`src/rtl/fp_minmax_tracker.sv`:
```
// Streaming IEEE-754 single-precision min/max reducer: folds each accepted beat into
// running extremes and presents min, max, beat count and a NaN flag after the last beat.
module fp_minmax_tracker #(
    parameter int          CNT_W = 16,
    parameter logic [31:0] QNAN  = 32'h7FC0_0000
) (
    input  logic             clk,
    input  logic             rst,
    input  logic             in_valid,
    output logic             in_ready,
    input  logic [31:0]      in_data,
    input  logic             in_last,
    output logic             out_valid,
    input  logic             out_ready,
    output logic [31:0]      out_min,
    output logic [31:0]      out_max,
    output logic [CNT_W-1:0] out_count,
    output logic             out_nan
);

    typedef enum logic [1:0] {S_IDLE, S_ACC, S_HOLD} state_t;

    state_t             r_state;
    logic [31:0]        r_min;
    logic [31:0]        r_max;
    logic [CNT_W-1:0]   r_count;
    logic               r_nan;
    logic               r_have_ord;
    logic               r_out_valid;

    logic               w_accept;
    logic               w_first;
    logic               w_is_nan;
    logic [31:0]        w_canon;
    logic [31:0]        w_base_min;
    logic [31:0]        w_base_max;
    logic [CNT_W-1:0]   w_base_count;
    logic               w_base_nan;
    logic               w_base_have;
    logic [31:0]        w_next_min;
    logic [31:0]        w_next_max;
    logic [CNT_W-1:0]   w_next_count;
    logic               w_next_nan;
    logic               w_next_have;

    // Monotonic unsigned key: negative values are bit-inverted, positives get the sign bit set.
    function automatic logic [31:0] f_key(input logic [31:0] x);
        return x[31] ? ~x : (x ^ 32'h8000_0000);
    endfunction

    assign in_ready  = ~rst & (r_state != S_HOLD);
    assign w_accept  = in_valid & in_ready;
    assign w_first   = (r_state == S_IDLE);
    assign w_is_nan  = (in_data[30:23] == 8'hFF) && (in_data[22:0] != 23'd0);
    assign w_canon   = (in_data == 32'h8000_0000) ? 32'h0000_0000 : in_data;

    // The first beat of a packet folds into a freshly cleared accumulator set.
    assign w_base_min   = w_first ? QNAN : r_min;
    assign w_base_max   = w_first ? QNAN : r_max;
    assign w_base_count = w_first ? '0   : r_count;
    assign w_base_nan   = w_first ? 1'b0 : r_nan;
    assign w_base_have  = w_first ? 1'b0 : r_have_ord;

    always_comb begin
        w_next_min   = w_base_min;
        w_next_max   = w_base_max;
        w_next_have  = w_base_have;
        w_next_nan   = w_base_nan | w_is_nan;
        w_next_count = (&w_base_count) ? w_base_count : w_base_count + CNT_W'(1);
        if (!w_is_nan) begin
            if (!w_base_have) begin
                w_next_min  = w_canon;
                w_next_max  = w_canon;
                w_next_have = 1'b1;
            end else begin
                if (f_key(w_canon) < f_key(w_base_min)) w_next_min = w_canon;
                if (f_key(w_canon) > f_key(w_base_max)) w_next_max = w_canon;
            end
        end
    end

    always_ff @(posedge clk or posedge rst) begin
        if (rst) begin
            r_state     <= S_IDLE;
            r_min       <= QNAN;
            r_max       <= QNAN;
            r_count     <= '0;
            r_nan       <= 1'b0;
            r_have_ord  <= 1'b0;
            r_out_valid <= 1'b0;
        end else if (w_accept) begin
            r_min       <= w_next_min;
            r_max       <= w_next_max;
            r_count     <= w_next_count;
            r_nan       <= w_next_nan;
            r_have_ord  <= w_next_have;
            r_state     <= in_last ? S_HOLD : S_ACC;
            r_out_valid <= in_last;
        end else if ((r_state == S_HOLD) && out_ready) begin
            r_state     <= S_IDLE;
            r_out_valid <= 1'b0;
        end
    end

    assign out_valid = r_out_valid;
    assign out_min   = r_min;
    assign out_max   = r_max;
    assign out_count = r_count;
    assign out_nan   = r_nan;

endmodule

```
`config.mk`:
```
export PLATFORM = sky130hd
export DESIGN_NAME = fp_minmax_tracker
export DESIGN_NICKNAME = d
export VERILOG_FILES = /design/src/rtl/fp_minmax_tracker.sv
export SDC_FILE = /design/constraint.sdc
export NUM_CORES = 1
export LEC_CHECK = 0
export ABC_CLOCK_PERIOD_IN_PS = 7700
export CAP_MARGIN = 20
export CORE_MARGIN = 4
export CORE_UTILIZATION = 45
export CTS_CLUSTER_DIAMETER = 40
export DETAILED_ROUTE_END_ITERATION = 8
export PLACE_DENSITY_LB_ADDON = 0.2
export SETUP_SLACK_MARGIN = 0.4
export SLEW_MARGIN = 20
export SYNTH_ARGS = -nofsm -noshare
export SYNTH_HDL_FRONTEND = slang
export SYNTH_SLANG_ARGS = --single-unit
```
`constraint.sdc`:
```
create_clock -name clk -period 7.7 [get_ports clk]
set_input_delay 1.155 -clock clk [delete_from_list [all_inputs] [get_ports clk]]
set_output_delay 1.155 -clock clk [all_outputs]
set_load 0.05 [all_outputs]
```
==> impl_metrics.tcl, run 1 <==
set metrics [dict create \
    fmax_mhz 162.7 \
    holdPathEnd "out_max[22]" \
    stdcell_count 962 \
    rrSetupSlack_ns 3.09 \
    synth_xor_area_frac 0.1030 \
    crit_type "in -> reg" \
    hold_ws_ns 0.5004 \
    antenna_found_initial 0 \
    cts.sinks 84 \
    final_core_util 0.5911 \
    dieArea_sq_um 15940 \
    grt_max_degree 85 \
    cts_buffers 9 \
    arrival_ns 6.42 \
    post-place-ws_ns 1.244 \
    grt_use_total 0.2321 \
    synth_cells 682 \
    synthSimpleGateAreaFrac 0.1563 \
    slew_violations 0 \
    start_util 0.4678 \
    endpoint_kind "register" \
    drc_errors 0 \
    clk_pin_slew_worst_paths_ns 0.06 \
    synth_compound_area_frac 0.1467 \
    grt-ovfl-total 0 \
    async_flop_share 1.000 \
    cts_hold_buf 0 \
    yosys-mux-area-fraction 0.08250 \
    start_kind "input pin" \
    min_path_type "reg -> reg" \
    nNetsFinal 882 \
    synthToLayoutAreaGrowth_pct 26.36 \
    min-delay-start "out_max[22]" \
    drtIter0Drc 316 \
    hpwl_um 13260 \
    cts_resized 0 \
    ioPinCount 120 \
    drive_gt1_frac 0.06743 \
    power.density_nw_per_um2 461.2 \
    grt_pass1_wl_um 30040 \
    design.core.area_sq_um 13450 \
    dp_cells 946 \
    viasPerCell 5.744 \
    cap_violations 0 \
    port_buffers 119 \
    finalPower_mw 3.668 \
    yosysUniqueCellTypes 60 \
    chipHeight_um 126.3 \
    leakagePower_nw 3.766 \
    fin_skew_ns 0.007592 \
    cts_buffer_depth 2 \
    setup_slack_ns 1.555 \
    cts_root_buf "clkbuf_16" \
    synth_edf_count 0 \
    die_w_um 126.3 \
    rr_worst_depth 10 \
    syn_area_per_cell_sq_um 9.228 \
    clock_latency_ns 0.36 \
    stdcell_area_sq_um 7953 \
    synth-adder-area-share 0.1272 \
    hold_depth 2 \
    vias 5526 \
    fin_crit_ns 6.145 \
    peakVddDrop_mv 0.1848 \
    cts_tree "built" \
    status "complete, no violations" \
    syn-num-nets 783 \
    regToRegStartpoint "r_state[1]" \
    drtPass1Iterations 5 \
    final_hold_viol_count 0 \
    htreeDepth 3 \
    synth_ff_type "dfrtp_1" \
    ys_seq_area_frac 0.3376 \
    crit_required_ns 7.98 \
    tns_ns 0 \
    place_congestion 0.9265 \
    yosysWarnings 0 \
    diodes 0 \
    slew_headroom 0.2733 \
    synth_top_family_by_area "simple AND/OR/NAND/NOR gates" \
    ant_nets 0 \
    post_cts_buffers 0 \
    num_rows 42 \
    grt_pass1_vias 5874 \
    finalSetupViolations 0 \
    place_area_sq_um 7609 \
    wl_per_cell_um 18.98 \
    ys_seq_elements 84 \
    r2r_end "out_min[26]" \
    drt-total-wl_um 18260 \
    post-route-period-util 0.7980 \
    tightestPinTransition_ns 1.090 \
    netlist_area_sq_um 6294 \
    cp_max_fo 32 \
    rsz0062_at_grt "no" \
]
## layout make-up
| type | instances | area, sq um |
|---|---|---|
| clock buffer | 9 | 225.2 |
| clock inverter | 7 | 115.1 |
| fill | 1247 | 5500 |
| inverter | 36 | 136.4 |
| multi-input combinational | 523 | 3875 |
| sequential | 84 | 2126 |
| tap | 176 | 220.2 |
| timing repair buffer | 127 | 1255 |
## cells in the mapped netlist, types with 3 or more instances
cell type | number | area [sq um]
inv_1 | 36 | 135.1
and3_1 | 8 | 50.05
o21ai_0 | 12 | 60.06
nor2_1 | 48 | 180.2
nor4_1 | 8 | 50.05
a21o_1 | 9 | 67.56
xnor2_1 | 5 | 43.79
o21ai_1 | 6 | 30.03
nand3_1 | 15 | 75.07
clkbuf_1 | 32 | 120.1
nand4_1 | 17 | 106.4
xor2_1 | 69 | 604.3
nor2b_1 | 3 | 18.77
and2_1 | 6 | 37.54
buf_2 | 4 | 20.02
nand2b_1 | 4 | 25.02
a32o_1 | 23 | 230.2
dfstp_2 | 18 | 473.0
mux2i_1 | 47 | 470.5
nand2_1 | 92 | 345.3
a31o_1 | 7 | 61.31
a2bb2oi_1 | 5 | 43.79
ha_1 | 64 | 800.8
dfrtp_1 | 66 | 1652
a21oi_1 | 20 | 100.1
nor3_1 | 7 | 35.03
a22oi_1 | 8 | 60.06
## logic make-up (layout without fill, tap and decap cells)
| kind of cell | after synthesis | after routing |
|---|---|---|
| muxes | 51 | 51 |
| DFF | 84 | 84 |
| buffers and inverters | 75 | 179 |
| xor gates and xnor gates | 74 | 74 |
| adders and majority gates | 64 | 64 |
| and+or+nand+nor | 216 | 216 |
| AOI/OAI and AO/OA | 118 | 118 |
## critical path, cell delays in order
cell	delay [ns]
clkdlybuf4s50_1	0.50
nor4_1	0.35
nand4_1	0.27
nor3_1	0.29
nand2b_1	0.56
buf_4	0.37
mux2i_1	0.14
ha_1	0.34
a21o_1	0.16
a21o_1	0.17
a221oi_1	0.30
o21ai_0	0.24
o2111ai_4	0.37
nand2_2	0.65
mux2_1	0.55
## worst max-delay path by stage
stage / cells past startpoint / endpoint / from / slack [ns]
2_1_floorplan: 15 / out_max[0] / in_data[17] / 3.13
3_3_place_gp: 15 / out_min[25] / in_data[0] / 1.32
3_5_place_dp: 15 / out_min[26] / in_data[0] / 1.24
4_1_cts: 15 / out_min[26] / in_data[0] / 1.57
5_1_grt: 15 / out_min[25] / in_data[11] / 1.24
6_report: 15 / out_min[26] / in_data[17] / 1.56
## metal layers
layer / vias to the layer above / global-route usage / part of all wire
met4: 0 / 0.08391 / 0.018
met3: 22 / 0.04488 / 0.051
met1: 2736 / 0.2935 / 0.44
li1: 2621 / - / -
met2: 147 / 0.3950 / 0.49
met5: - / 0 / 0
## placed cells by master, fill, tap and decap left out, drive strengths merged, types with 3 or more instances in the layout
cell and count:
clkdlybuf4s50 119, nand2 93, xor2 69, dfrtp 66, ha 64, nor2 48
mux2i 47, inv 35, a32o 23, a21oi 20, dfstp 18, o21ai 18
nand4 17, nand3 15, a21o 9, clkbuf 9, nor4 8, a22oi 8
and3 8, a31o 8, buf 8, nor3 7, and2 6, xnor2 5
a2bb2oi 5, nand2b 4, mux2 4, nor2b 3, clkinv 3, bufinv 3
a211oi 3, o2111ai 3
## power breakdown
part	internal, mW	total [mW]	switching [mW]	leakage [nW]
Clock	0.316	0.503	0.187	0.161
Sequential	0.648	0.837	0.189	1.02
Combinational	0.881	2.33	1.45	2.59
Total	1.84	3.67	1.82	3.77
## registers in the layout (all words and copies together) (netlist names)
register    count
out_min        32
r_have_ord      1
out_count      16
out_nan         1
out_max        32
r_state         2
Note: power is estimated with default switching activity, not from simulation.
==> run 2: changes to the inputs <==
Settings changed: ABC_CLOCK_PERIOD_IN_PS 7700 to 6200.
Clock period 7.7 ns to 6.2 ns, I/O delays scaled along.
==> run 2 against run 1 <==
  * Clock skew decreased by 0.0014 ns
  * Global-route usage decreased by 0.15 points
  * Hold slack got worse by 0.017 ns
  * Largest power group unchanged
==> impl_metrics.tcl, run 2 (synthesized netlist as in run 1, its figures left out) <==
set metrics [dict create \
    power.density_nw_per_um2 561.1 \
    crit_slowest_cell "a31o_2" \
    synthToLayoutAreaGrowth_pct 25.69 \
    cts.sinks 84 \
    rrSetupSlack_ns 2.12 \
    fin_crit_ns 5.137 \
    start_util 0.4678 \
    critPathLaunch "in_data[0]" \
    regToRegStartpoint "out_min[31]" \
    num_rows 42 \
    clock_latency_ns 0.35 \
    viasPerCell 5.734 \
    peakVddDrop_mv 0.2600 \
    crit_type "in -> reg" \
    wl_per_cell_um 18.76 \
    cts_resized 0 \
    finalSetupViolations 0 \
    grt_use_total 0.2306 \
    dp_cells 950 \
    cts_buffer_depth 2 \
    die_w_um 126.3 \
    cts_hold_buf 0 \
    min-delay-start "out_max[22]" \
    vias 5539 \
    final_hold_viol_count 0 \
    cp_max_fo 32 \
    min_path_type "reg -> reg" \
    hpwl_um 13370 \
    ant_nets 0 \
    grt_pass1_vias 5793 \
    status "complete, no violations" \
    design.core.area_sq_um 13450 \
    tightestPinTransition_ns 0.9716 \
    max_stage_delay_ns 0.70 \
    arrival_ns 5.38 \
    cap_violations 0 \
    slew_headroom 0.3523 \
    tns_ns 0 \
    drt-total-wl_um 18120 \
    cts_root_buf "clkbuf_16" \
    nNetsFinal 886 \
    htreeDepth 3 \
    mostFrequentLayoutCell "clkdlybuf4s50_1" \
    cts_tree "built" \
    finalPower_mw 4.438 \
    grt-ovfl-total 0 \
    drtPass1Iterations 5 \
    fin_skew_ns 0.006146 \
    stdcell_area_sq_um 7910 \
    leakagePower_nw 3.751 \
    worstPathCellList "clkdlybuf4s50_1 > nor4_1 > nand4_1 > nor3_1 > nand2b_1 > buf_4 > mux2i_1 > ha_1 > nand2_1 > or3_1 > nor4_1 > nand2_1 > o21ai_1 > a31o_2 > a22oi_1" \
    ioPinCount 120 \
    layout_common_cells "119 x clkdlybuf4s50_1, 92 x nand2_1, 69 x xor2_1" \
    post-route-period-util 0.8285 \
    chipHeight_um 126.3 \
    place_congestion 0.9509 \
    diodes 0 \
    drc_errors 0 \
    grt_max_degree 53 \
    dieArea_sq_um 15940 \
    cp_top_family "simple AND/OR/NAND/NOR gates" \
    port_buffers 119 \
    place_area_sq_um 7639 \
    antenna_found_initial 0 \
    drive_gt1_frac 0.06962 \
    endpoint_kind "register" \
    path_buf_inv 2 \
    stdcell_count 966 \
    clk_pin_slew_worst_paths_ns 0.06 \
    fmax_mhz 194.7 \
    drtIter0Drc 394 \
    start_kind "input pin" \
    slew_violations 0 \
    grt_pass1_wl_um 29680 \
    rsz0062_at_grt "no" \
    post_cts_buffers 0 \
    crit_required_ns 6.44 \
    cts_buffers 9 \
]
-- run 2: changes by cell type in the layout (fill, tap and decap cells not counted), sizes merged --
cell / before / now
bufinv: 3 / 0
buf: 8 / 12
clkbuf: 9 / 12
-- run 2: cell type report --
| class | count | area (sq um) |
|---|---|---|
| fillers | 1222 | 5543 |
| well taps | 176 | 220.2 |
| inverters | 36 | 136.4 |
| clock buffers | 12 | 246.5 |
| flip-flops and latches | 84 | 2126 |
| multi-input cells | 523 | 3875 |
| clock inverters | 4 | 25.02 |
| repair buffers | 131 | 1281 |
-- run 2: routing by layer --
metal | global-route usage | vias to the layer above | share of wire
met5 | 0 | - | 0
met1 | 0.2798 | 2700 | 0.43
met2 | 0.4078 | 181 | 0.50
met3 | 0.04445 | 30 | 0.050
met4 | 0.08076 | 0 | 0.021
li1 | - | 2628 | -
-- run 2: path summary, 6_finish.rpt --
| check | end | cells past startpoint |
|---|---|---|
| setup / recovery | out_max[30] | 15 |
| hold / removal | out_max[22] | 2 |
| setup reg to reg | out_min[0] | 12 |
| hold reg to reg | out_max[22] | 2 |
| max in group asynchronous | out_min[7] | 3 |
| min in group asynchronous | out_count[14] | 2 |
-- run 2: metrics by stage --
step / utilization / setup WS, ns / hold slack (ns)
floorplan: - / 1.857 / 0.5152
global placement: 0.5678 / 0.7669 / 0.4646
detailed placement: 0.5678 / 0.7270 / 0.4779
CTS: 0.5880 / 1.075 / 0.4885
global route: 0.5880 / 0.6243 / 0.5233
finish: 0.5880 / 1.063 / 0.4835
-- run 2: power breakdown --
| group | internal (mW) | switching, mW | leakage [nW] | total (mW) |
|---|---|---|---|---|
| logic | 1.10 | 1.73 | 2.61 | 2.83 |
| clock network | 0.281 | 0.226 | 0.129 | 0.508 |
| registers | 0.803 | 0.294 | 1.02 | 1.10 |
| total | 2.19 | 2.25 | 3.75 | 4.44 |
-- run 2: tightest hold or removal path: cells and delay by family (launching register included) --
kind	cells	cell delay, ns
DFF	1	0.38
buffers and inverters	1	0.05
AOI/OAI and AO/OA	1	0.05
